==> src/rtl/intc_pkg.sv <==
// Shared interrupt-controller definitions: FSM encodings, default constants and
// a width helper used by both intc_top and irq_responder.
package intc_pkg;

  typedef enum logic [1:0] {
    ST_IDLE    = 2'd0,
    ST_PENDING = 2'd1,
    ST_ACK     = 2'd2,
    ST_SERVICE = 2'd3
  } irq_state_e;

  localparam int ADDR_W_DEF      = 32;
  localparam int ACK_TIMEOUT_DEF = 16;
  localparam int SPUR_W_DEF      = 8;

  // Bits needed to count 0 .. max_val-1.
  function automatic int cnt_width(input int max_val);
    return (max_val > 1) ? $clog2(max_val) : 1;
  endfunction

endpackage

==> src/rtl/irq_responder_if.sv <==
// CPU/interrupt-controller side bundle of the IRQ responder. The master drives
// requests and retirement info; the slave (responder) drives trap control.
interface irq_responder_if #(
  parameter int ADDR_W = 32,
  parameter int SPUR_W = 8
);

  logic              irq;
  logic [ADDR_W-1:0] isr_addr;
  logic              int_en;
  logic              instr_boundary;
  logic [ADDR_W-1:0] next_pc;
  logic              mret;

  logic              iack;
  logic              take_trap;
  logic [ADDR_W-1:0] trap_pc;
  logic              take_ret;
  logic [ADDR_W-1:0] epc;
  logic              in_isr;
  logic              irq_timeout;
  logic [SPUR_W-1:0] spur_cnt;

  modport master (
    output irq, isr_addr, int_en, instr_boundary, next_pc, mret,
    input  iack, take_trap, trap_pc, take_ret, epc, in_isr, irq_timeout, spur_cnt
  );

  modport slave (
    input  irq, isr_addr, int_en, instr_boundary, next_pc, mret,
    output iack, take_trap, trap_pc, take_ret, epc, in_isr, irq_timeout, spur_cnt
  );

endinterface

==> src/rtl/irq_responder_sat_counter.sv <==
// Saturating up-counter with synchronous clear; holds at all-ones instead of
// wrapping.
module sat_counter #(
  parameter int W = 8
) (
  input  logic         clk,
  input  logic         rst,
  input  logic         clr,
  input  logic         inc,
  output logic [W-1:0] cnt
);

  always_ff @(posedge clk or posedge rst) begin
    if (rst) begin
      cnt <= '0;
    end else if (clr) begin
      cnt <= '0;
    end else if (inc && (cnt != {W{1'b1}})) begin
      cnt <= cnt + W'(1);
    end
  end

endmodule

==> src/rtl/irq_responder.sv <==
// Single-level interrupt responder: waits for an instruction boundary, traps to
// the ISR vector, acknowledges the controller and returns on mret.
module irq_responder
  import intc_pkg::*;
#(
  parameter int ADDR_W      = ADDR_W_DEF,
  parameter int ACK_TIMEOUT = ACK_TIMEOUT_DEF,
  parameter int SPUR_W      = SPUR_W_DEF
) (
  input logic           clk,
  input logic           rst,
  irq_responder_if.slave bus
);

  localparam int            TO_W    = cnt_width(ACK_TIMEOUT);
  localparam logic [TO_W-1:0] TO_LAST = TO_W'(ACK_TIMEOUT - 1);

  irq_state_e        state, state_nxt;
  logic              accept, retire, spur_inc, to_hit;
  logic [TO_W-1:0]   ack_cnt;
  logic [SPUR_W-1:0] spur_cnt;
  logic              take_trap_q, take_ret_q, irq_timeout_q;
  logic [ADDR_W-1:0] trap_pc_q, epc_q;

  always_ff @(posedge clk or posedge rst) begin
    if (rst) state <= ST_IDLE;
    else     state <= state_nxt;
  end

  // irq is ignored in ACK/SERVICE except as the acknowledge-release signal.
  always_comb begin
    state_nxt = state;
    accept    = 1'b0;
    retire    = 1'b0;
    spur_inc  = 1'b0;
    to_hit    = 1'b0;
    case (state)
      ST_IDLE: begin
        if (bus.irq && bus.int_en) state_nxt = ST_PENDING;
      end
      ST_PENDING: begin
        if (!bus.irq) begin
          spur_inc  = 1'b1;
          state_nxt = ST_IDLE;
        end else if (bus.instr_boundary) begin
          accept    = 1'b1;
          state_nxt = ST_ACK;
        end
      end
      ST_ACK: begin
        if (!bus.irq) begin
          state_nxt = ST_SERVICE;
        end else if (ack_cnt == TO_LAST) begin
          to_hit    = 1'b1;
          state_nxt = ST_SERVICE;
        end
      end
      ST_SERVICE: begin
        if (bus.mret && bus.instr_boundary) begin
          retire    = 1'b1;
          state_nxt = ST_IDLE;
        end
      end
      default: state_nxt = ST_IDLE;
    endcase
  end

  sat_counter #(.W(SPUR_W)) u_spur_cnt (
    .clk (clk),
    .rst (rst),
    .clr (1'b0),
    .inc (spur_inc),
    .cnt (spur_cnt)
  );

  // Held at zero outside ACK so it reads 0 on the entry cycle.
  sat_counter #(.W(TO_W)) u_ack_cnt (
    .clk (clk),
    .rst (rst),
    .clr (state != ST_ACK),
    .inc (state == ST_ACK),
    .cnt (ack_cnt)
  );

  always_ff @(posedge clk or posedge rst) begin
    if (rst) begin
      take_trap_q   <= 1'b0;
      take_ret_q    <= 1'b0;
      irq_timeout_q <= 1'b0;
      trap_pc_q     <= '0;
      epc_q         <= '0;
    end else begin
      take_trap_q <= accept;
      take_ret_q  <= retire;
      if (to_hit) irq_timeout_q <= 1'b1;
      if (accept) begin
        trap_pc_q <= bus.isr_addr;
        epc_q     <= bus.next_pc;
      end
    end
  end

  // Redirect pulses are registered and coincide with the state they lead into.
  assign bus.iack        = (state == ST_ACK);
  assign bus.in_isr      = (state == ST_ACK) || (state == ST_SERVICE) || take_ret_q;
  assign bus.take_trap   = take_trap_q;
  assign bus.take_ret    = take_ret_q;
  assign bus.trap_pc     = trap_pc_q;
  assign bus.epc         = epc_q;
  assign bus.irq_timeout = irq_timeout_q;
  assign bus.spur_cnt    = spur_cnt;

endmodule

==> src/flat_wrapper.sv <==
// flat-port wrapper written by rule: the top's interface ports become plain ports
module irq_responder_flat import intc_pkg::*;
#(
  parameter int ADDR_W      = ADDR_W_DEF,
  parameter int ACK_TIMEOUT = ACK_TIMEOUT_DEF,
  parameter int SPUR_W      = SPUR_W_DEF
)
  (clk, rst, bus_irq, bus_isr_addr, bus_int_en, bus_instr_boundary, bus_next_pc, bus_mret, bus_iack, bus_take_trap, bus_trap_pc, bus_take_ret, bus_epc, bus_in_isr, bus_irq_timeout, bus_spur_cnt);
  irq_responder_if #(.ADDR_W(ADDR_W), .SPUR_W(SPUR_W)) bus_i ();
  input logic clk;
  input logic rst;
  input wire logic [$bits(bus_i.irq)-1:0] bus_irq;
  input wire logic [$bits(bus_i.isr_addr)-1:0] bus_isr_addr;
  input wire logic [$bits(bus_i.int_en)-1:0] bus_int_en;
  input wire logic [$bits(bus_i.instr_boundary)-1:0] bus_instr_boundary;
  input wire logic [$bits(bus_i.next_pc)-1:0] bus_next_pc;
  input wire logic [$bits(bus_i.mret)-1:0] bus_mret;
  output wire logic [$bits(bus_i.iack)-1:0] bus_iack;
  output wire logic [$bits(bus_i.take_trap)-1:0] bus_take_trap;
  output wire logic [$bits(bus_i.trap_pc)-1:0] bus_trap_pc;
  output wire logic [$bits(bus_i.take_ret)-1:0] bus_take_ret;
  output wire logic [$bits(bus_i.epc)-1:0] bus_epc;
  output wire logic [$bits(bus_i.in_isr)-1:0] bus_in_isr;
  output wire logic [$bits(bus_i.irq_timeout)-1:0] bus_irq_timeout;
  output wire logic [$bits(bus_i.spur_cnt)-1:0] bus_spur_cnt;
  assign bus_i.irq = bus_irq;
  assign bus_i.isr_addr = bus_isr_addr;
  assign bus_i.int_en = bus_int_en;
  assign bus_i.instr_boundary = bus_instr_boundary;
  assign bus_i.next_pc = bus_next_pc;
  assign bus_i.mret = bus_mret;
  assign bus_iack = bus_i.iack;
  assign bus_take_trap = bus_i.take_trap;
  assign bus_trap_pc = bus_i.trap_pc;
  assign bus_take_ret = bus_i.take_ret;
  assign bus_epc = bus_i.epc;
  assign bus_in_isr = bus_i.in_isr;
  assign bus_irq_timeout = bus_i.irq_timeout;
  assign bus_spur_cnt = bus_i.spur_cnt;
  irq_responder #(.ADDR_W(ADDR_W), .ACK_TIMEOUT(ACK_TIMEOUT), .SPUR_W(SPUR_W)) u_core (.clk(clk), .rst(rst), .bus(bus_i));
endmodule
==> config.mk <==
export PLATFORM = sky130hd
export DESIGN_NAME = irq_responder_flat
export DESIGN_NICKNAME = d
export VERILOG_FILES = /design/src/rtl/intc_pkg.sv /design/src/rtl/irq_responder_if.sv /design/src/rtl/irq_responder_sat_counter.sv /design/src/rtl/irq_responder.sv /design/src/flat_wrapper.sv
export SDC_FILE = /design/constraint.sdc
export NUM_CORES = 1
export LEC_CHECK = 0
export CORE_MARGIN = 5
export CORE_UTILIZATION = 41
export DETAILED_ROUTE_END_ITERATION = 7
export PLACE_DENSITY = 0.92
export SKIP_LAST_GASP = 1
export SLEW_MARGIN = 30
export SYNTH_ARGS = -nofsm -noshare
export SYNTH_HDL_FRONTEND = slang
export SYNTH_SLANG_ARGS = --single-unit
==> constraint.sdc <==
create_clock -name clk -period 2.95 [get_ports clk]
set_input_delay 0.295 -clock clk [delete_from_list [all_inputs] [get_ports clk]]
set_output_delay 0.295 -clock clk [all_outputs]
set_load 0.005 [all_outputs]
==> results_tabular.tex, run 1 <==
\begin{tabular}{lr}
\hline
Metric & Value \\
\hline
\multicolumn{2}{l}{\textbf{Status}} \\
\quad Run status & finished, final reports clean \\
\multicolumn{2}{l}{\textbf{Synth}} \\
\quad Async S/R FF share, synth & 100\% \\
\quad Area fraction in and, or, nand and nor cells after synthesis & a little over a quarter \\
\quad Synthesized net count & slightly above 400 \\
\quad Syn Std Cell Area & between 3000 and 4000 µm² \\
\quad Multiplexer share of the synthesized area & between 1 and 1.5\% \\
\quad Post-synth top area share & a little under two thirds \\
\quad Cell types with the highest counts after synthesis & sky130\_fd\_sc\_hd\_\_nand2\_1 (196), sky130\_fd\_sc\_hd\_\_dfrtp\_1 (81), sky130\_fd\_sc\_hd\_\_buf\_2 (9) \\
\quad Flops \& latches, synth & just over 80 \\
\quad Commonest register cell after synthesis & sky130\_fd\_sc\_hd\_\_dfrtp\_1 \\
\quad Fraction of the mapped netlist area in compound gates & under 10\% \\
\quad Area share of fa/ha/maj cells after synthesis & 0.783\% \\
\quad Fraction of synthesized cell area in xor and xnor cells & between 1 and 1.5\% \\
\quad Mapped Cells & 343 \\
\quad Syn. warnings & 0 \\
\quad Library cell with the largest summed area after synthesis & sky130\_fd\_sc\_hd\_\_dfrtp\_1 \\
\quad Combinational family with the most area after synthesis & simple AND/OR/NAND/NOR gates \\
\quad Sequential cell area fraction in the yosys report & a little under two thirds \\
\quad Syn Area/Cell & $\sim$9.3 µm² \\
\quad Most instantiated library cell after synthesis & sky130\_fd\_sc\_hd\_\_nand2\_1 \\
\quad Number of synthesized flops with an enable pin & 0 \\
\quad Number of distinct standard cells referenced by the synthesized netlist & 32 \\
\quad Synth top area cells & sky130\_fd\_sc\_hd\_\_dfrtp\_1 (63\%), sky130\_fd\_sc\_hd\_\_nand2\_1 (23\%), sky130\_fd\_sc\_hd\_\_buf\_2 (1.4\%), sky130\_fd\_sc\_hd\_\_xnor2\_1 (1.1\%), sky130\_fd\_sc\_hd\_\_a21oi\_1 (0.94\%) \\
\multicolumn{2}{l}{\textbf{Floorplan}} \\
\quad Horiz. Die Dim & 98.3 µm \\
\quad Placeable Area & between 7000 and 8000 µm² \\
\quad Boundary pin count & 147 \\
\quad Initial Utilization & about two fifths \\
\quad Total die area & slightly below 10,000 µm² \\
\quad Row cnt & 32 \\
\quad Chip Height & around 100 µm \\
\multicolumn{2}{l}{\textbf{Timing}} \\
\quad Final hold vios & 0 \\
\quad Maximum clock frequency & roughly 500 MHz \\
\quad Final Hold Slack & between 0.3 and 0.4 ns \\
\quad Worst-case headroom to the max-slew limit & a little under three fifths \\
\quad Share of the cycle needed by the critical path after routing & 66.3\% \\
\quad Fin crit period & a little under 2 ns \\
\quad Worst-Margin Slew & 0.673 ns \\
\quad Final setup violation count & 0 \\
\quad Worst Clk Skew & about 0.010 ns \\
\quad Final max-slew violation count & 0 \\
\quad Total negative slack & 0 ns \\
\quad Unrepaired setup endpoints after global routing & no \\
\multicolumn{2}{l}{\textbf{Placed design}} \\
\quad Placer Congestion & 0.807 \\
\quad Detailed Place HPWL & 6120 µm \\
\quad Quantity of I/O buffers inserted on ports & between 100 and 150 \\
\quad Cell count after placement & 579 \\
\multicolumn{2}{l}{\textbf{Pwr}} \\
\quad Flop pwr share & a little over two fifths \\
\quad Internal Dissipation & 3.22 mW \\
\quad Clock group share of total power & approximately 18\% \\
\quad Max VDD drop & between 0.0004 and 0.0005 V \\
\quad Share of total power in combinational logic & 39.5\% \\
\quad Switching fraction of total power & just under 30\% \\
\quad Net switching component of the power & roughly 1.4 mW \\
\quad Ratio of total power to cell area & just over 900 nW/µm² \\
\quad Overall power of the completed layout & $\sim$4.6 mW \\
\quad Static Leakage & around 2.4 nW \\
\multicolumn{2}{l}{\textbf{Routing}} \\
\quad Per-cell routed wire length & around 14 µm \\
\quad Via total after detailed routing & between 2,000 and 3,000 \\
\quad Met3 WL post-DR & just over 600 µm \\
\quad Max Used Layer & met4 \\
\quad Remaining DRCs & 0 \\
\quad Vias per cell & 4.74 \\
\quad Final Routed Wirelength & approximately 8300 µm \\
\quad Met2 WL & between 4000 and 5000 µm \\
\quad Antenna-violating nets left & 0 \\
\quad Met1 routed wirelength after detailed routing & about 3400 µm \\
\quad Detailed router's first-iteration violation count & 84 \\
\quad Length of the first detailed-routing pass in iterations & 4 \\
\multicolumn{2}{l}{\textbf{Global routing}} \\
\quad Total global-route track usage & $\sim$18\% \\
\quad Antenna violations before repair & 0 \\
\quad Via count of the first global-routing pass & about 2,900 \\
\quad Pin count of the biggest net entering global routing & between 60 and 70 \\
\quad First-pass GRT wire length & about 14,000 µm \\
\quad Global route total overflow & 0 \\
\multicolumn{2}{l}{\textbf{Setup path}} \\
\quad Critical path start-end classification & flop to output pin \\
\quad Required time of the worst setup path & around 2.7 ns \\
\quad Peak fanout along the critical path & 9 \\
\quad Capturing point of the worst reg2reg path & u\_core.bus.epc[6] \\
\quad Worst Setup End Kind & output pin \\
\quad Worst-case reg-to-reg path depth & 4 \\
\quad Register-to-Register Setup Slack & 1.34 ns \\
\quad Data arrival, critical path & about 1.7 ns \\
\quad Critical path startpoint category & flop \\
\multicolumn{2}{l}{\textbf{Cells and area}} \\
\quad Number of diodes added for antenna fixing & 0 \\
\quad Total number of nets in the final design & 560 \\
\quad Number of non-filler instances in the completed layout & 594 \\
\quad Area added between synthesis and finish & 55.6\% \\
\quad Share of final-layout standard cells stronger than drive strength 1 & 5.49\% \\
\multicolumn{2}{l}{\textbf{Clocking}} \\
\quad TritonCTS clock tree & built \\
\quad Number of buffers on the longest clock path & 2 \\
\quad Clk sink count & between 80 and 90 \\
\quad Number of buffers inserted by post-CTS setup repair & 0 \\
\quad Count of H-tree levels built during CTS & 3 \\
\quad Cell chosen for the clock root & sky130\_fd\_sc\_hd\_\_clkbuf\_8 \\
\quad Count of hold buffers inserted by post-cts repair & 0 \\
\quad Gates resized, CTS repair & 0 \\
\quad Clock latency on the worst-skew pair & roughly 0.33 ns \\
\quad Clock edge transition at the registers on the reported setup and hold paths & about 0.08 ns \\
\quad Number of buffers created by CTS & 9 \\
\multicolumn{2}{l}{\textbf{Flow run}} \\
\quad Max-capacitance violation count & 0 \\
\multicolumn{2}{l}{\textbf{Hold path}} \\
\quad Worst hold path class & input port to asynchronous set/reset pin \\
\hline
\end{tabular}
==> cell type report <==
class	instances	area [µm²]
Fill cell	620	2670
Timing Repair Buffer	149	1510
Multi-Input combinational cell	242	1080
Inverter	5	20.0
Sequential cell	81	2030
Tap cell	102	128
Clock inverter	6	83.8
Clock buffer	9	124
==> worst max-delay path: stages (launching register included) <==
cell                              delay (ns)
sky130_fd_sc_hd__dfrtp_1                0.52
sky130_fd_sc_hd__nand2b_1               0.17
sky130_fd_sc_hd__inv_1                  0.13
sky130_fd_sc_hd__clkdlybuf4s50_1        0.51
==> cells by family after synthesis <==
family                     count (synthesis)
AOI/OAI and AO/OA                         17
xor gates and xnor gates                   4
adders and majority gates                  2
buffers and inverters                     20
DFF                                       81
muxes                                      4
and+or+nand+nor                          215
==> cell usage in the layout, fill, tap and decap left out, drive strengths merged, types with 2 or more instances in the layout <==
cell type and n:
clkdlybuf4s50 146, inv 4, mux2 3, nor2 3, clkbuf 9, a31oi 3, nand2b 2, nand3 4
a21oi 6, nor3b 2, ha 2, buf 3, and4 3, xnor2 4, o21ai 4, nand2 196
dfrtp 81, bufinv 2, clkinv 5
==> how the worst max path moves through the flow <==
stage,start,to,slack (ns),depth (start not counted)
3_3_place_gp,bus_irq,u_core.bus.epc[9],1.0,6
2_1_floorplan,rst,asynchronous set/reset pin,0.57,1
6_report,flop,bus_iack,0.99,3
5_1_grt,flop,bus_iack,0.87,3
4_1_cts,flop,bus_iack,0.98,3
3_5_place_dp,bus_irq,u_core.bus.epc[11],0.95,6
==> state kept, by name (all words and copies together), names as in the netlist, named ones only <==
signal,cells
u_core.bus.take_ret,1
u_core.state,1
u_core.u_spur_cnt.cnt,8
u_core.u_ack_cnt.cnt,4
u_core.bus.take_trap,1
u_core.bus.irq_timeout,1
u_core.bus.trap_pc,32
u_core.bus.epc,32
==> stage by stage <==
stage / utilization, % / instance area (µm²) / setup slack (ns)
after floorplan: - / 3200 / 0.575
after global placement: 62.3 / 4770 / 0.998
after detailed placement: 62.3 / 4770 / 0.954
after CTS: 65.0 / 4970 / 0.975
after global routing: 65.0 / 4970 / 0.874
final: 65.0 / 4970 / 0.995
==> routing by layer <==
metal  up-vias  GRT usage [%]
met3         8           4.64
met4         0           6.09
li1       1355              -
met1      1344           21.5
met2       109           30.2
met5         -              0
==> power by group through the flow <==
stage | Combinational [mW] | Sequential (mW) | Clock (mW)
3_5_place_dp | 1.85 | 1.95 | 0
5_1_grt | 2.01 | 2.01 | 0.926
6_report | 1.81 | 1.93 | 0.842
2_1_floorplan | 0.578 | 1.94 | 0
4_1_cts | 1.86 | 1.94 | 0.873
3_3_place_gp | 1.77 | 1.93 | 0
(Power assumes the default switching activity.)
==> run 2, diff against run 1 <==
CORE_UTILIZATION = 37   (was 41)
PLACE_DENSITY = 0.88   (was 0.92)
clock period = 1.6 ns   (was 2.95 ns; I/O delays follow)
==> run 2 against run 1 <==
Net effect: critical path depth rose by 2; clock power increased by 60%; worst hold slack worse by 0.073 ns; die area increased by 9.7%; setup slack lost 0.94 ns; sequential share of layout area decreased by 1.4 points; first-iteration DRC count decreased by 8.3%; count of clock-buffer cells in the layout did not move; clock skew is 0.0029 ns higher; combinational power grew 100%; flip-flop and latch count is the same; routed wire length increased by 5.3%; largest cell class unchanged; largest power group is now combinational cells.
==> results_tabular.tex, run 2 (synthesized netlist as in run 1, its figures left out) <==
\begin{tabular}{lr}
\hline
Metric & Value \\
\hline
\multicolumn{2}{l}{\textbf{Cells and area}} \\
\quad Filler Cell Count & 704 (+14\%) \\
\quad Final Util & 60.3\% (-4.8 points) \\
\quad Most common cell after layout, fill and taps aside & sky130\_fd\_sc\_hd\_\_nand2\_1 \\
\quad Total number of nets in the final design & 578 (+3.2\%) \\
\quad Number of diodes added for antenna fixing & 0 (unchanged) \\
\quad Share of final-layout standard cells stronger than drive strength 1 & 9.59\% (+4.1 points) \\
\quad Area added between synthesis and finish & 61.3\% \\
\quad Most frequent cells in the layout & sky130\_fd\_sc\_hd\_\_nand2\_1 (196), sky130\_fd\_sc\_hd\_\_clkdlybuf4s50\_1 (144), sky130\_fd\_sc\_hd\_\_dfrtp\_1 (80), sky130\_fd\_sc\_hd\_\_buf\_4 (12), sky130\_fd\_sc\_hd\_\_clkbuf\_8 (9) \\
\multicolumn{2}{l}{\textbf{Timing}} \\
\quad Share of the cycle needed by the critical path after routing & a little over nine tenths \\
\quad Final max-slew violation count & 0 (unchanged) \\
\quad Maximum clock frequency & 647 MHz \\
\quad Final setup violation count & 0 (unchanged) \\
\quad Final Hold Slack & 0.279 ns (-0.0734 ns) \\
\quad Unrepaired setup endpoints after global routing & yes \\
\quad Worst Clk Skew & 0.0131 ns (+0.00292 ns) \\
\quad Worst-case headroom to the max-slew limit & 71.1\% (+16 points) \\
\quad Worst-Margin Slew & 0.434 ns (-0.239 ns) \\
\quad Fin crit period & roughly 1.5 ns \\
\quad Final hold vios & 0 (unchanged) \\
\multicolumn{2}{l}{\textbf{Pwr}} \\
\quad Static Leakage & 2.49 nW (+3.8\%) \\
\quad Switching fraction of total power & 31.4\% (+1.6 points) \\
\quad Clock group share of total power & 15.8\% (-2.5 points) \\
\quad Share of total power in combinational logic & 43.3\% (+3.8 points) \\
\quad Ratio of total power to cell area & 1650 nW/µm² (+79\%) \\
\quad Net switching component of the power & 2.67 mW (+96\%) \\
\quad Internal Dissipation & 5.84 mW (+81\%) \\
\quad Flop pwr share & 40.9\% (-1.2 points) \\
\quad Max VDD drop & 0.000780 V (+81\%) \\
\multicolumn{2}{l}{\textbf{Clocking}} \\
\quad TritonCTS clock tree & built \\
\quad Clk sink count & 81 (unchanged) \\
\quad Number of buffers on the longest clock path & 2 (unchanged) \\
\quad Clock edge transition at the registers on the reported setup and hold paths & 0.09 ns (about the same) \\
\quad Clock latency on the worst-skew pair & 0.34 ns (about the same) \\
\quad Number of buffers created by CTS & 9 (unchanged) \\
\quad Count of H-tree levels built during CTS & 3 (unchanged) \\
\quad Count of hold buffers inserted by post-cts repair & 0 (unchanged) \\
\quad Cell chosen for the clock root & sky130\_fd\_sc\_hd\_\_clkbuf\_8 \\
\multicolumn{2}{l}{\textbf{Routing}} \\
\quad Remaining DRCs & 0 (unchanged) \\
\quad Via total after detailed routing & 2,846 (+1.1\%) \\
\quad Detailed router's first-iteration violation count & 77 (-8.3\%) \\
\quad Length of the first detailed-routing pass in iterations & 4 (unchanged) \\
\quad Vias per cell & 4.60 (-3.0\%) \\
\quad Final Routed Wirelength & 8760 µm (+5.3\%) \\
\quad Per-cell routed wire length & 14.2 µm (+1.0\%) \\
\quad Antenna-violating nets left & 0 (unchanged) \\
\multicolumn{2}{l}{\textbf{Placed design}} \\
\quad Placer Congestion & 0.773 (-4.2\%) \\
\quad Detailed Place HPWL & 6380 µm (+4.2\%) \\
\quad Quantity of I/O buffers inserted on ports & 146 (unchanged) \\
\multicolumn{2}{l}{\textbf{Setup path}} \\
\quad Worst-case reg-to-reg path depth & 5 (+1) \\
\quad Required time of the worst setup path & 1.84 ns (-0.81 ns) \\
\quad Capturing point of the worst reg2reg path & u\_core.u\_spur\_cnt.cnt[5] \\
\quad Worst Setup End Kind & flop \\
\quad Register-to-Register Setup Slack & 0.05 ns (-1.29 ns) \\
\quad Critical path startpoint category & flop \\
\quad Largest stage delay on the critical path & 0.45 ns (-0.07 ns) \\
\quad Data arrival, critical path & 1.78 ns (+0.12 ns) \\
\quad Highest-delay cell along the critical path & sky130\_fd\_sc\_hd\_\_dfrtp\_2 \\
\quad Peak fanout along the critical path & 5 (-4) \\
\quad Crit path cell chain & buf\_6 -> nor3b\_4 -> and4\_4 -> nand3\_2 -> mux2\_4 \\
\quad Critical path start-end classification & flop to flop \\
\multicolumn{2}{l}{\textbf{Floorplan}} \\
\quad Initial Utilization & 37.4\% (-4.4 points) \\
\quad Chip Height & 103 µm (+4.7\%) \\
\quad Row cnt & 34 (+6.3\%) \\
\quad Horiz. Die Dim & 103 µm (+4.7\%) \\
\quad Boundary pin count & 147 (unchanged) \\
\quad Total die area & 10,600 µm² (+9.7\%) \\
\quad Placeable Area & 8550 µm² (+12\%) \\
\multicolumn{2}{l}{\textbf{Flow run}} \\
\quad Max-capacitance violation count & 0 (unchanged) \\
\multicolumn{2}{l}{\textbf{Global routing}} \\
\quad Pin count of the biggest net entering global routing & 82 (+26\%) \\
\quad Total global-route track usage & 16.7\% (-0.95 points) \\
\quad Via count of the first global-routing pass & 2,955 (+3.6\%) \\
\quad First-pass GRT wire length & 13,800 µm (-0.25\%) \\
\quad Antenna violations before repair & 0 (unchanged) \\
\quad Global route total overflow & 0 (unchanged) \\
\multicolumn{2}{l}{\textbf{Status}} \\
\quad Run status & finished, final reports clean \\
\multicolumn{2}{l}{\textbf{Hold path}} \\
\quad Worst hold path class & input port to asynchronous set/reset pin \\
\hline
\end{tabular}
[run 2: changes by cell type in the layout (fill, tap and decap cells not counted), sizes merged, moves of 2 or more]
cell / before / now
bufinv: 2 / 0
inv: 4 / 7
clkinvlp: 0 / 4
buf: 3 / 20
clkinv: 5 / 1
clkdlybuf4s50: 146 / 144
[run 2: final cells by class]
| type | instances | area, µm² | share of cell area, % |
|---|---|---|---|
| flip-flops and latches | 81 | 2030 | 39.4 |
| repair buffers | 167 | 1700 | 32.9 |
| multi-input cells | 242 | 1090 | 21.1 |
| well taps | 108 | 135 | 2.62 |
| clock buffers | 9 | 124 | 2.40 |
| clock inverters | 7 | 53.8 | 1.04 |
| inverters | 5 | 25.0 | 0.486 |
[run 2: per-stage QoR]
step / power [mW] / worst slack (ns) / cells / TNS [ns] / area [µm²]
2_1_floorplan: 4.65 / 0.135 / 343 / 0 / 3200
3_3_place_gp: 6.93 / -0.0871 / 597 / -0.430 / 4880
3_5_place_dp: 7.10 / -0.121 / 597 / -1.34 / 4880
4_1_cts: 8.59 / -0.0851 / 617 / -0.0851 / 5090
5_1_grt: 9.18 / -0.0264 / 619 / -0.0507 / 5150
6_report: 8.52 / 0.0543 / 619 / 0 / 5150
[run 2: repair_timing]
item | in CTS | in global routing
setup endpoints to repair | 2 | 46
endpoints found under the hold margin | 0 | 0
pin swaps | 0 | 3
buffers inserted | 4 | 1
gates resized for setup | 4 | 9
cloned | 0 | 1
[run 2: worst max-delay path, delay by kind of cell (launching register included)]
kind / cells / cell delay (ns)
and+or+nand+nor: 3 / 0.56
DFF: 1 / 0.45
muxes: 1 / 0.29
buffers and inverters: 1 / 0.14
[run 2: power groups by stage]
stage	logic, mW	registers (mW)	clock network, mW
floorplan	1.07	3.58	0
CTS	3.69	3.49	1.41
global route	4.06	3.62	1.50
detailed placement	3.56	3.54	0
finish	3.68	3.48	1.35
global placement	3.44	3.50	0
[run 2: how the worst max path moves through the flow]
stage | from | endpoint | slack [ns] | depth (start not counted)
after CTS | flop | bus_iack | -0.09 | 4
after floorplan | u_core.u_spur_cnt.cnt[0] | u_core.u_spur_cnt.cnt[6] | 0.14 | 5
after detailed placement | bus_irq | u_core.u_spur_cnt.cnt[5] | -0.12 | 5
after global routing | flop | u_core.u_spur_cnt.cnt[5] | -0.03 | 5
final | flop | u_core.u_spur_cnt.cnt[5] | 0.05 | 5
after global placement | bus_irq | u_core.u_spur_cnt.cnt[5] | -0.09 | 5
[run 2: metal layers]
layer | wire length [µm] | part of all wire, % | global-route usage (%) | vias up
li1 | - | - | - | 1398
met1 | 3480 | 40 | 20.0 | 1321
met2 | 4320 | 49 | 28.1 | 109
met3 | 707 | 8.1 | 4.87 | 18
met4 | 255 | 2.9 | 7.07 | 0
met5 | 0 | 0 | 0 | -
==> run 3, diff against run 2 <==
CAP_MARGIN = 15   (was not set)
==> results of run 3 <==
The final DEF is identical to that of run 2; final timing and power are the same.
